$ cat src/rtl/bdc4_pkg.sv
// bdc4_pkg: shared state encoding and default width for the bdc4 countdown timer
package bdc4_pkg;
  localparam int BDC4_WIDTH = 4;
  typedef enum logic [1:0] {IDLE = 2'd0, RUN = 2'd1, PAUSED = 2'd2} state_t;
endpackage

$ cat src/rtl/bdc4_dec_core.sv
// bdc4_dec_core: loadable down-count register with reload copy, never goes below zero
module bdc4_dec_core #(
  parameter int WIDTH = 4
) (
  input  logic             clk,
  input  logic             reset,
  input  logic             load,
  input  logic [WIDTH-1:0] load_val,
  input  logic             dec,
  input  logic             reload,
  output logic [WIDTH-1:0] q,
  output logic             is_one
);
  logic [WIDTH-1:0] rld;
  assign is_one = q == WIDTH'(1);
  // load beats reload beats decrement; a zero count is held rather than wrapped
  always_ff @(posedge clk) begin
    if (reset) begin
      q   <= '0;
      rld <= '0;
    end else if (load) begin
      q   <= load_val;
      rld <= load_val;
    end else if (reload) begin
      q <= rld;
    end else if (dec && q != '0) begin
      q <= q - WIDTH'(1);
    end
  end
endmodule

$ cat src/rtl/bdc4_countdown.sv
// bdc4_countdown: loadable down-counter timer with one-cycle done pulse; BDC4_AUTO_RELOAD_EN makes it periodic
module bdc4_countdown
  import bdc4_pkg::*;
#(
  parameter int WIDTH = BDC4_WIDTH
) (
  input  logic             clk,
  input  logic             reset,
  input  logic             load,
  input  logic [WIDTH-1:0] load_val,
  input  logic             start,
  input  logic             pause,
  input  logic             tick,
  output logic [WIDTH-1:0] Q,
  output logic             busy,
  output logic             done
);
`ifdef BDC4_AUTO_RELOAD_EN
  localparam bit AUTO = 1'b1;
`else
  localparam bit AUTO = 1'b0;
`endif
  state_t state;
  logic   is_one;
  logic   fire;
  assign fire = !load && state == RUN && !pause && tick;
  bdc4_dec_core #(.WIDTH(WIDTH)) u_core (
    .clk      (clk),
    .reset    (reset),
    .load     (load),
    .load_val (load_val),
    .dec      (fire),
    .reload   (fire && is_one && AUTO),
    .q        (Q),
    .is_one   (is_one)
  );
  // control FSM: load aborts silently, terminal tick pulses done on the same edge Q hits terminal
  always_ff @(posedge clk) begin
    if (reset) begin
      state <= IDLE;
      busy  <= 1'b0;
      done  <= 1'b0;
    end else begin
      done <= 1'b0;
      if (load) begin
        state <= IDLE;
        busy  <= 1'b0;
      end else begin
        case (state)
          IDLE: if (start) begin
            done  <= Q == '0;
            state <= Q == '0 ? IDLE : RUN;
            busy  <= Q != '0;
          end
          RUN: if (pause) begin
            state <= PAUSED;
          end else if (tick && is_one) begin
            done  <= 1'b1;
            state <= AUTO ? RUN : IDLE;
            busy  <= AUTO;
          end
          PAUSED: if (start) state <= RUN;
          default: begin
            state <= IDLE;
            busy  <= 1'b0;
          end
        endcase
      end
    end
  end
endmodule
$ cat config.mk
export PLATFORM = sky130hd
export DESIGN_NAME = bdc4_countdown
export DESIGN_NICKNAME = d
export VERILOG_FILES = /design/src/rtl/bdc4_pkg.sv /design/src/rtl/bdc4_dec_core.sv /design/src/rtl/bdc4_countdown.sv
export SDC_FILE = /design/constraint.sdc
export NUM_CORES = 1
export LEC_CHECK = 0
export ABC_AREA = 1
export CORE_UTILIZATION = 30
export DETAILED_ROUTE_END_ITERATION = 12
export MAX_ROUTING_LAYER = met4
export SLEW_MARGIN = 30
export SYNTH_ARGS = -nofsm -noshare
export SYNTH_HDL_FRONTEND = slang
export SYNTH_SLANG_ARGS = --single-unit
$ cat constraint.sdc
create_clock -name clk -period 3.4 [get_ports clk]
set_clock_uncertainty 0.05 [all_clocks]
set_input_delay 0.51 -clock clk [delete_from_list [all_inputs] [get_ports clk]]
set_output_delay 0.51 -clock clk [all_outputs]
set_load 0.02 [all_outputs]
==> metrics.cfg, run 1 <==
[status]
status=finished clean

[sta]
slew_viol_final=0
tns_ns=0
maxSlewHeadroom_pct=83.66
worst-slew-pin-transition_ns=0.2443
max_freq_mhz=535.9
finalHoldViolCount=0
rsz0062_at_grt=false
setup_viol=0
finalCriticalPeriod_ns=1.866
worst_slack_ns=1.534
period_share_pct=54.88

[place]
port_buffers=15
pre_cts_slack_ns=1.687
place.gp.congestion=0.8120
dp_hpwl_um=855.5

[logic_synthesis]
netlist_instances=79
synth_warnings=0
syn_avg_cell_area_um2=6.826
ys_seq_elements=8
ys_seq_area_share_pct=29.70
synth_fp_nets=91
syn_area_um2=539.3
synth_cell_types=19

[finish]
utilization_pct=46.55
syn2layout_area_growth_pct=37.59
most-common-layout-cells=clkdlybuf4s50_1, nor2_1, nand2_1, inv_1, dfxtp_1
mostFrequentLayoutCell=clkdlybuf4s50_1
drive_gt1_share_pct=15.46
fillerInstances=171
multiInputGateArea_um2=326.6
seqCellArea_um2=160.2
nets=111
diodes=0

[cts]
root_buffer=clkbuf_4
h-tree-depth=1
cts_tree=done
clock_sinks=8
path_clk_slew_ns=0.05
cts.hold.buffers_added=0
cts_buffer_depth=2
insertion_delay_ns=0.25
ctsResizeCount=0
cts_made_buffers=3
post-cts-setup-buffers=0

[drt]
drc_errors=0
drt-initial-drc-count=17
drt_pre_antenna_iters=4
drt_wl_total_um=1053
wl_per_cell_um=8.702
routed_via_density=4.380
via_count=530
ant_nets=0

[worst_setup_path]
slowest_stage=clkdlybuf4s50_1
setup.worst_path.end_class=output port
crit_path_start=u_core.q[2]
cp.required_ns=2.84
crit_buf_inv=1
path_depth=1
critPathTopFamily=buffers and inverters
path_cells=clkdlybuf4s50_1
critPathKind=reg -> out
reg2reg_depth=8
cp.arrival_ns=1.31
cp_max_fo=4
start_kind=register
cpPeakStageDelay_ns=0.64
timing.rr.start=u_core.q[0]

[flow_run]
max_cap_violations=0

[floorplan]
start_util_pct=33.83
core_area_um2=1594
die_y_um=44.40
dieArea_um2=1971
rows=14
fp.dieW_um=44.40
io_pins=16

[grt]
grt_pass1_vias=489
overflow=0
grt_pass1_wl_um=1952
antenna_found_initial=0
grt_util_all_layers_pct=13.73
grt_max_degree=10

[power_and_ir_drop]
p_leak_nw=0.3214
power.total_uw=249.9
p_per_area_nw_per_um2=336.7
worst_ir_drop_vdd_mv=0.1379

[hold_path]
hp-start=busy
holdCritPathClass=reg -> reg
hold_depth=4

[logic make-up (layout without fill, tap and decap cells)]
group | Yosys count | in the layout | synth area share (%)
simple gates | 45 | 45 | 46.17
buf+inv | 14 | 32 | 9.745
compound gates | 10 | 10 | 9.743
flops | 8 | 8 | 29.70
fa+ha+maj | 2 | 2 | 4.640
[metrics by stage]
stage	hold WS (ns)	instances	area, um^2
after global placement	0.4517	118	719.4
after floorplan	0.4556	79	539.3
after detailed placement	0.4536	118	719.4
after global routing	0.5088	121	742.0
final	0.4554	121	742.0
after CTS	0.4624	121	742.0
[sequential cells by signal, indices dropped and copies added, names as in the netlist]
signal / flops
u_core.q: 4
state: 2
done: 1
busy: 1
[final timing paths]
check,to,slack [ns]
setup reg to reg,u_core.q[0],2.05
hold reg to reg,busy,0.46
setup / recovery,Q[2],1.53
hold / removal,busy,0.46
[metal layers]
layer	routed length [um]	vias to the layer above	global-route usage (%)	share of wire (%)
li1	-	293	-	-
met1	482	219	17.71	46
met2	505	16	20.29	48
met3	60	2	3.673	5.7
met4	4	0	5.455	0.38
met5	0	-	-	0
[Yosys cell counts]
library cell / count / area (um^2)
nor2_4: 1 / 11.26
nor2_2: 1 / 6.260
nor2_8: 1 / 20.02
o211ai_1: 1 / 7.510
o21ai_0: 3 / 15.01
a21oi_1: 5 / 25.02
nand2_4: 1 / 11.26
nor2_1: 13 / 48.80
nand2_1: 12 / 45.04
nand3_2: 1 / 10.01
dfxtp_1: 8 / 160.2
o21ai_1: 1 / 5.000
inv_2: 4 / 15.01
nand3_4: 1 / 17.52
ha_1: 2 / 25.02
nand3_1: 7 / 35.03
nand4_1: 5 / 31.28
nand2_2: 2 / 12.51
inv_1: 10 / 37.54
[report_power, final]
group          switching (mW)  internal, mW
Combinational          0.0387        0.0331
Clock                  0.0329        0.0404
Sequential            0.00532        0.0994
Total                  0.0770         0.173
[area by class of cell]
cell class | count | share of cell area [%]
inverters | 14 | 7.083
well taps | 24 | 4.047
multi-input cells | 57 | 44.01
flip-flops and latches | 8 | 21.59
clock buffers | 3 | 3.035
repair buffers | 15 | 20.24
Note: power is estimated with default switching activity, not from simulation.
==> run 2: changes to the inputs <==
==> constraint.sdc (replaced) <==
create_clock -name clk -period 1.8 [get_ports clk]
set_clock_uncertainty 0.05 [all_clocks]
set_input_delay 0.27 -clock clk [delete_from_list [all_inputs] [get_ports clk]]
set_output_delay 0.27 -clock clk [all_outputs]
set_load 0.02 [all_outputs]
==> results of run 2 <==
Same layout as run 1 (identical final DEF). Status: finished clean.
Among the figures that moved: final weighted congestion in routability-driven placement 0.8120 -> 0.8119; setup slack after placement 1.687 ns -> 0.3267 ns; setup slack after layout 1.534 ns -> 0.1741 ns; register-to-register setup slack 2.05 ns -> 0.45 ns; total power 0.2499 mW -> 0.4719 mW; worst IR drop on VDD 0.1379 mV -> 0.2605 mV
